==> config.mk <==
export PLATFORM = sky130hd
export DESIGN_NAME = ball_motion
export DESIGN_NICKNAME = d
export VERILOG_FILES = /design/src/rtl/breakout_pkg.sv /design/src/rtl/ball_collide.sv /design/src/rtl/ball_motion.sv
export SDC_FILE = /design/constraint.sdc
export NUM_CORES = 1
export LEC_CHECK = 0
export BUFFER_PORTS_ARGS = -buffer_cell sky130_fd_sc_hd__buf_2
export CAP_MARGIN = 20
export CORE_ASPECT_RATIO = 0.6
export CORE_MARGIN = 10
export CORE_UTILIZATION = 30
export DETAILED_ROUTE_END_ITERATION = 8
export HOLD_SLACK_MARGIN = 0.06
export PLACE_DENSITY = 0.53
export SYNTH_ARGS = -nofsm -noshare
export SYNTH_HDL_FRONTEND = slang
export SYNTH_SLANG_ARGS = --single-unit
==> constraint.sdc <==
create_clock -name clk -period 6.7 [get_ports clk]
set_input_delay 0.67 -clock clk [delete_from_list [all_inputs] [get_ports clk]]
set_output_delay 0.67 -clock clk [all_outputs]
set_load 0.1 [all_outputs]
==> src/rtl/breakout_pkg.sv <==
// Shared Breakout geometry defaults and the ball state encoding.
// Used by the paddle, ball and renderer stages.
package breakout_pkg;

  localparam int unsigned SCREEN_W_DEF    = 640;
  localparam int unsigned SCREEN_H_DEF    = 480;
  localparam int unsigned BALL_SIZE_DEF   = 4;
  localparam int unsigned PADDLE_HALF_DEF = 40;
  localparam int unsigned PADDLE_Y_DEF    = 460;

  typedef enum logic [1:0] {
    StServe    = 2'd0,
    StMove     = 2'd1,
    StGameOver = 2'd2
  } ball_state_e;

  // Zero-extend a screen coordinate so that +size sums cannot wrap.
  function automatic logic [10:0] widen(input logic [9:0] v);
    return {1'b0, v};
  endfunction

endpackage

==> src/rtl/ball_collide.sv <==
// Combinational collision and motion step for one frame of ball movement.
// Direction bits: 1 means +1 along that axis, 0 means -1.
module ball_collide
  import breakout_pkg::*;
#(
  parameter int unsigned SCREEN_W    = SCREEN_W_DEF,
  parameter int unsigned SCREEN_H    = SCREEN_H_DEF,
  parameter int unsigned BALL_SIZE   = BALL_SIZE_DEF,
  parameter int unsigned PADDLE_HALF = PADDLE_HALF_DEF,
  parameter int unsigned PADDLE_Y    = PADDLE_Y_DEF
) (
  input  logic [9:0] x,
  input  logic [9:0] y,
  input  logic       dx_pos,
  input  logic       dy_pos,
  input  logic [9:0] paddle_x,
  output logic [9:0] next_x,
  output logic [9:0] next_y,
  output logic       next_dx_pos,
  output logic       next_dy_pos,
  output logic       wall_hit,
  output logic       paddle_hit,
  output logic       bottom_hit
);

  localparam logic [10:0] W    = 11'(SCREEN_W);
  localparam logic [10:0] H    = 11'(SCREEN_H);
  localparam logic [10:0] BS   = 11'(BALL_SIZE);
  localparam logic [10:0] HB   = 11'(BALL_SIZE / 2);
  localparam logic [10:0] PH   = 11'(PADDLE_HALF);
  localparam logic [10:0] PY   = 11'(PADDLE_Y);

  logic [10:0] x_w, y_w, px_w;
  logic        left, right, top, pad;

  assign x_w  = widen(x);
  assign y_w  = widen(y);
  assign px_w = widen(paddle_x);

  assign left       = !dx_pos && (x == 10'd0);
  assign right      = dx_pos && (x_w + BS == W);
  assign top        = !dy_pos && (y == 10'd0);
  assign pad        = dy_pos && (y_w + BS == PY) &&
                      (x_w + BS > px_w - PH) && (x_w < px_w + PH);
  assign bottom_hit = dy_pos && (y_w + BS == H);

  // A wall reflection decides dx over the paddle's side-based steering.
  always_comb begin
    next_dx_pos = dx_pos;
    if (left) begin
      next_dx_pos = 1'b1;
    end else if (right) begin
      next_dx_pos = 1'b0;
    end else if (pad) begin
      next_dx_pos = !(x_w + HB < px_w);
    end
  end

  assign next_dy_pos = top ? 1'b1 : (pad ? 1'b0 : dy_pos);

  assign next_x = (left || right) ? x : (next_dx_pos ? x + 10'd1 : x - 10'd1);
  assign next_y = (top || pad) ? y : (dy_pos ? y + 10'd1 : y - 10'd1);

  // Losing the ball suppresses every other event on that frame.
  assign wall_hit   = (left || right || top) && !bottom_hit;
  assign paddle_hit = pad && !bottom_hit;

endmodule

==> src/rtl/ball_motion.sv <==
// Breakout ball engine: serve/move/game-over FSM, ball registers and lives.
// Motion advances once per frame_tick; all outputs come straight from registers.
module ball_motion
  import breakout_pkg::*;
#(
  parameter int unsigned SCREEN_W    = SCREEN_W_DEF,
  parameter int unsigned SCREEN_H    = SCREEN_H_DEF,
  parameter int unsigned BALL_SIZE   = BALL_SIZE_DEF,
  parameter int unsigned PADDLE_HALF = PADDLE_HALF_DEF,
  parameter int unsigned PADDLE_Y    = PADDLE_Y_DEF,
  parameter int unsigned LIVES_INIT  = 3
) (
  input  logic       clk,
  input  logic       reset,
  input  logic       frame_tick,
  input  logic       launch,
  input  logic [9:0] paddle_x,
  output logic [9:0] ball_x,
  output logic [9:0] ball_y,
  output logic       ball_active,
  output logic       wall_hit,
  output logic       paddle_hit,
  output logic       ball_lost,
  output logic [1:0] lives,
  output logic       game_over
);

  localparam logic [9:0] HALF_BALL = 10'(BALL_SIZE / 2);
  localparam logic [9:0] START_X   = 10'(SCREEN_W / 2 - BALL_SIZE / 2);
  localparam logic [9:0] SERVE_Y   = 10'(PADDLE_Y - BALL_SIZE);

  ball_state_e state_q, state_d;
  logic [9:0]  x_q, x_d, y_q, y_d;
  logic        dx_pos_q, dx_pos_d, dy_pos_q, dy_pos_d;
  logic [1:0]  lives_q, lives_d;
  logic        wall_q, wall_d, pad_q, pad_d, lost_q, lost_d;

  logic [9:0]  col_x, col_y;
  logic        col_dx_pos, col_dy_pos, col_wall, col_pad, col_bottom;

  ball_collide #(
    .SCREEN_W   (SCREEN_W),
    .SCREEN_H   (SCREEN_H),
    .BALL_SIZE  (BALL_SIZE),
    .PADDLE_HALF(PADDLE_HALF),
    .PADDLE_Y   (PADDLE_Y)
  ) u_collide (
    .x          (x_q),
    .y          (y_q),
    .dx_pos     (dx_pos_q),
    .dy_pos     (dy_pos_q),
    .paddle_x   (paddle_x),
    .next_x     (col_x),
    .next_y     (col_y),
    .next_dx_pos(col_dx_pos),
    .next_dy_pos(col_dy_pos),
    .wall_hit   (col_wall),
    .paddle_hit (col_pad),
    .bottom_hit (col_bottom)
  );

  always_comb begin
    state_d  = state_q;
    x_d      = x_q;
    y_d      = y_q;
    dx_pos_d = dx_pos_q;
    dy_pos_d = dy_pos_q;
    lives_d  = lives_q;
    wall_d   = 1'b0;
    pad_d    = 1'b0;
    lost_d   = 1'b0;
    if (frame_tick) begin
      unique case (state_q)
        StServe: begin
          x_d = paddle_x - HALF_BALL;
          y_d = SERVE_Y;
          if (launch) begin
            state_d  = StMove;
            dx_pos_d = 1'b1;
            dy_pos_d = 1'b0;
          end
        end
        StMove: begin
          if (col_bottom) begin
            lost_d  = 1'b1;
            lives_d = lives_q - 2'd1;
            if (lives_q == 2'd1) begin
              // Last ball: freeze where it fell.
              state_d = StGameOver;
            end else begin
              state_d = StServe;
              x_d     = paddle_x - HALF_BALL;
              y_d     = SERVE_Y;
            end
          end else begin
            x_d      = col_x;
            y_d      = col_y;
            dx_pos_d = col_dx_pos;
            dy_pos_d = col_dy_pos;
            wall_d   = col_wall;
            pad_d    = col_pad;
          end
        end
        StGameOver: ;
        default: state_d = StServe;
      endcase
    end
  end

  always_ff @(posedge clk) begin
    if (reset) begin
      state_q  <= StServe;
      x_q      <= START_X;
      y_q      <= SERVE_Y;
      dx_pos_q <= 1'b1;
      dy_pos_q <= 1'b0;
      lives_q  <= 2'(LIVES_INIT);
      wall_q   <= 1'b0;
      pad_q    <= 1'b0;
      lost_q   <= 1'b0;
    end else begin
      state_q  <= state_d;
      x_q      <= x_d;
      y_q      <= y_d;
      dx_pos_q <= dx_pos_d;
      dy_pos_q <= dy_pos_d;
      lives_q  <= lives_d;
      wall_q   <= wall_d;
      pad_q    <= pad_d;
      lost_q   <= lost_d;
    end
  end

  assign ball_x      = x_q;
  assign ball_y      = y_q;
  assign ball_active = (state_q == StMove);
  assign game_over   = (state_q == StGameOver);
  assign wall_hit    = wall_q;
  assign paddle_hit  = pad_q;
  assign ball_lost   = lost_q;
  assign lives       = lives_q;

endmodule

==> flow_results.org <==
** Run status
- The run finished with clean final reports.

** STA
- Headroom to the max-slew limit came out at 0.497.
- Number of slew-limit violations in the final report :: 0
- Final number of setup-violating endpoints :: 0
- Clock tree skew after final layout :: 0.00246 ns
- Endpoints failing hold :: 0
- At the pin with the least slew margin, the transition time is ~0.75 ns.
- On the final layout, the worst hold slack is 0.516 ns.
- Highest clock rate :: around 0.17 GHz
- Counting I/O delays and the setup requirement, the final critical path takes 6.04 ns.
- Setup slack on the critical path of the routed design comes to ~0.66 ns.
- Total negative slack :: 0 ns
- Setup repair after global routing left no endpoint under its margin.
- Share of the cycle needed by the critical path after routing :: 0.902

** Worst setup path
- Arrival time of data at the critical path endpoint :: 6.20 ns
- STA classifies the critical path startpoint as a register.
- For the worst setup path, the data required time is slightly below 7 ns.
- R2R Setup Slk :: between 0.6 and 0.7 ns
- The worst setup path is captured at a register.
- Maximum fanout encountered on the critical timing path :: 12
- The critical path is of the register to register type.

** Drt
- The detail route stage leaves a number of antenna-violating nets equal to 0.
- Before antenna repair, the detailed router went through 5 iterations.
- Final WL :: approximately 11000 um
- After detailed routing, the number of remaining DRC violations is 0.
- Dividing the detail-routed via count by the number of cells gives ~5.3.
- Number of vias after detailed routing :: 3193
- WL per Instance :: 17.6 um
- After the first detailed-routing iteration, the DRC count stood at 230.

** Floorplan
- In this run the core area contains 29 standard-cell rows.
- The floorplan step defined a core boundary enclosing 10700 sq um.
- The die covers 15800 sq um.
- The floorplan step set the die height to about 100 um.
- Boundary pin count :: 41
- Initial Utilization :: 0.311
- Die Width :: 156 um

** Place
- Post-DP HPWL :: 8340 um
- After detailed placement, the total cell area comes to about 3700 sq um.
- During placement, the flow inserted port buffers numbering 40.
- At the end of routability-driven placement, the weighted congestion stood at 0.875.
- Setup Slack @ Placement :: between 0.6 and 0.7 ns

** Yosys
- Counting flops with an async set or reset pin after synthesis yields a share of 0.
- Synthesis inferred 29 register bits.
- Synth Cell Area :: around 3300 sq um
- Of the post-synthesis cell area, the part taken by muxes is 0.0279.
- Of the total synthesized cell area, the portion taken by XOR and XNOR cells is 0.108.
- Main combinational cell family by area after synthesis :: simple AND/OR/NAND/NOR gates
- Share of synthesized area occupied by flip-flops and latches :: 0.175
- Post-synthesis average cell area :: 7.75 sq um
- Number of instances in the synthesized netlist :: 428
- During synthesis, Yosys emitted a total of 0 warnings.
- Adder-cell share of the synthesized area :: 0.208
- Syn_nets :: 496
- Top FF cell, synth :: sky130_fd_sc_hd__dfxtp_1
- The synthesized-area fraction occupied by ao, oa, aoi and oai cells came to 0.198.
- Number of enable-type register cells in the synthesized netlist :: 0
- Of the total synthesized cell area, the portion taken by AND, OR, NAND and NOR gates is 0.224.
- Count of unique library cells instantiated by Yosys :: 54

** Finish
- Total area of multi-input combinational cells :: roughly 2500 sq um
- Relative area change from synthesis to final layout :: 16.0%
- Layout Nets :: between 500 and 600
- The filler cells instantiated in the layout total 1144.
- Share of cells above drive strength 1 :: 0.135
- The library cells used most frequently in the layout, excluding fill and tap cells, are sky130_fd_sc_hd__ha_1, sky130_fd_sc_hd__buf_2, sky130_fd_sc_hd__nor2_1, sky130_fd_sc_hd__nand2_1.
- Summing all non-filler instances in the final layout gives an area of 3850 sq um.
- FF/Latch Area :: 581 sq um
- The number of antenna diodes in the final layout is 0.
- Leaving out fill and tap cells, the most frequent cell in the layout is sky130_fd_sc_hd__ha_1.

** Clock tree
- CTS tree :: done
- Clock tree sinks :: 29
- Count of cells resized by post-cts repair :: 0
- Post-CTS timing repair inserted 0 buffers for setup.
- Cell chosen for the clock root :: sky130_fd_sc_hd__clkbuf_16
- Clock transition at path regs :: approximately 0.050 ns
- Clock latency on the worst-skew pair, taken at its later pin, is 0.28 ns.
- The number of clock buffers added by TritonCTS is 5.
- Htree depth :: 2
- Hold_buf cts :: 0
- Maximum clock insertion buffer count :: 2

** Flow run
- Max-cap violations in this run came to 0.

** Power and ir drop
- Across the VDD grid, the largest voltage drop is approximately 86 uV.
- Power per standard cell area :: 195 nW/um^2
- In this run the static leakage power is 1.79 nW.

** Global route
- In the global route stage, overall resource usage came out at 0.135.
- Initial antenna violation count :: 0
- Remaining global-route overflow :: 0
- Vias in the first global route :: 3092
- The first global-routing pass estimated approximately 17000 um of wire.
- Entering global routing, the biggest net connects 21 pins.

** Min path
- In this run the worst hold path is classified as register to register.
-- where the power goes --
group | internal (W) | switching (W)
Sequential | 0.000180 | 0.0000109
Combinational | 0.0000960 | 0.000199
Clock | 0.000185 | 0.0000795
Total | 0.000462 | 0.000289
-- through the flow --
| step | util | cells | total power, W |
|---|---|---|---|
| finish | 0.361 | 607 | 0.000751 |
| global route | 0.361 | 607 | 0.000793 |
| CTS | 0.361 | 607 | 0.000752 |
| detailed placement | 0.345 | 599 | 0.000484 |
| global placement | 0.345 | 599 | 0.000482 |
| floorplan | - | 428 | 0.000411 |
-- sequential cells by signal (all words and copies together) (netlist names) --
signal,count
ball_y,10
dx_pos_q,1
state_q,2
lives,2
wall_hit,1
dy_pos_q,1
ball_x,10
ball_lost,1
paddle_hit,1
-- worst paths after layout --
kind | startpoint | end | depth (start not counted)
worst max-delay path | ball_x[3] | ball_x[9] | 20
worst max register to register | ball_x[3] | ball_x[9] | 20
worst min register to register | lives[1] | lives[1] | 2
worst min-delay path | lives[1] | lives[1] | 2
-- area by class of cell --
type / count / share of cell area
clock buffers: 7 / 0.0371
multi-input cells: 352 / 0.660
clock inverters: 1 / 0.00780
flip-flops and latches: 29 / 0.151
well taps: 139 / 0.0452
inverters: 30 / 0.0293
repair buffers: 49 / 0.0696
-- worst max-delay path, cell delays in order (launching register included) --
cell and delay (ns):
sky130_fd_sc_hd__dfxtp_1 0.34, sky130_fd_sc_hd__ha_1 0.32, sky130_fd_sc_hd__nand2_1 0.11, sky130_fd_sc_hd__nor2_1 0.21, sky130_fd_sc_hd__xor2_1 0.43, sky130_fd_sc_hd__ha_1 0.34, sky130_fd_sc_hd__nand4_1 0.18, sky130_fd_sc_hd__nor3_1 0.09
sky130_fd_sc_hd__a2111o_1 0.41, sky130_fd_sc_hd__a211oi_1 0.42, sky130_fd_sc_hd__mux2i_1 0.28, sky130_fd_sc_hd__o21a_1 0.45, sky130_fd_sc_hd__ha_1 0.32, sky130_fd_sc_hd__a21oi_1 0.17, sky130_fd_sc_hd__o21ai_0 0.13, sky130_fd_sc_hd__a2111oi_0 0.64
sky130_fd_sc_hd__o31ai_1 0.27, sky130_fd_sc_hd__a2111oi_0 0.43, sky130_fd_sc_hd__o221ai_1 0.17, sky130_fd_sc_hd__o2111ai_1 0.14, sky130_fd_sc_hd__nor2_1 0.07
-- Yosys cell counts (2+ instances only) --
| cell type | n | area [sq um] |
|---|---|---|
| sky130_fd_sc_hd__and2_1 | 2 | 12.5 |
| sky130_fd_sc_hd__nand2_1 | 37 | 139 |
| sky130_fd_sc_hd__nor2b_1 | 3 | 18.8 |
| sky130_fd_sc_hd__nand3_1 | 12 | 60.1 |
| sky130_fd_sc_hd__or2_2 | 2 | 12.5 |
| sky130_fd_sc_hd__nor4_1 | 6 | 37.5 |
| sky130_fd_sc_hd__nand2b_1 | 5 | 31.3 |
| sky130_fd_sc_hd__o31ai_1 | 3 | 22.5 |
| sky130_fd_sc_hd__inv_1 | 29 | 109 |
| sky130_fd_sc_hd__a21o_1 | 7 | 52.6 |
| sky130_fd_sc_hd__and3_1 | 5 | 31.3 |
| sky130_fd_sc_hd__nand4_1 | 9 | 56.3 |
| sky130_fd_sc_hd__buf_6 | 2 | 22.5 |
| sky130_fd_sc_hd__a211oi_1 | 5 | 37.5 |
| sky130_fd_sc_hd__a21oi_1 | 29 | 145 |
| sky130_fd_sc_hd__a31oi_1 | 2 | 12.5 |
| sky130_fd_sc_hd__clkbuf_1 | 12 | 45.0 |
| sky130_fd_sc_hd__xnor2_1 | 25 | 219 |
| sky130_fd_sc_hd__nor3b_1 | 2 | 15.0 |
| sky130_fd_sc_hd__nor2_1 | 39 | 146 |
| sky130_fd_sc_hd__ha_1 | 52 | 651 |
| sky130_fd_sc_hd__o2111ai_1 | 3 | 26.3 |
| sky130_fd_sc_hd__a2111oi_0 | 3 | 26.3 |
| sky130_fd_sc_hd__a211o_1 | 2 | 17.5 |
| sky130_fd_sc_hd__dfxtp_1 | 29 | 581 |
| sky130_fd_sc_hd__xor2_1 | 16 | 140 |
| sky130_fd_sc_hd__nor3_1 | 15 | 75.1 |
| sky130_fd_sc_hd__o21bai_1 | 4 | 30.0 |
| sky130_fd_sc_hd__mux2i_1 | 7 | 70.1 |
| sky130_fd_sc_hd__fa_1 | 2 | 40.0 |
| sky130_fd_sc_hd__o211ai_1 | 7 | 52.6 |
| sky130_fd_sc_hd__a32oi_1 | 2 | 17.5 |
| sky130_fd_sc_hd__and4_1 | 2 | 17.5 |
| sky130_fd_sc_hd__buf_2 | 3 | 15.0 |
| sky130_fd_sc_hd__o21a_1 | 6 | 45.0 |
| sky130_fd_sc_hd__o21ai_0 | 20 | 100 |
| sky130_fd_sc_hd__or4_1 | 2 | 15.0 |
-- kinds of logic (layout without fill, tap and decap cells) --
group,Yosys count,after routing
fa+ha+maj,54,54
flops,29,29
mux,9,9
simple gates,149,149
xor+xnor,41,41
buf+inv,47,87
compound gates,99,99
-- per-layer routing --
layer  vias to the layer above  global-route usage  wire, um
li1                       1624                   -         -
met1                      1489               0.214      5970
met2                        76               0.181      3940
met3                         4              0.0347       785
met4                         0             0.00716        15
met5                         -                   0         0
No activity file was read; power rests on OpenSTA's default activity.
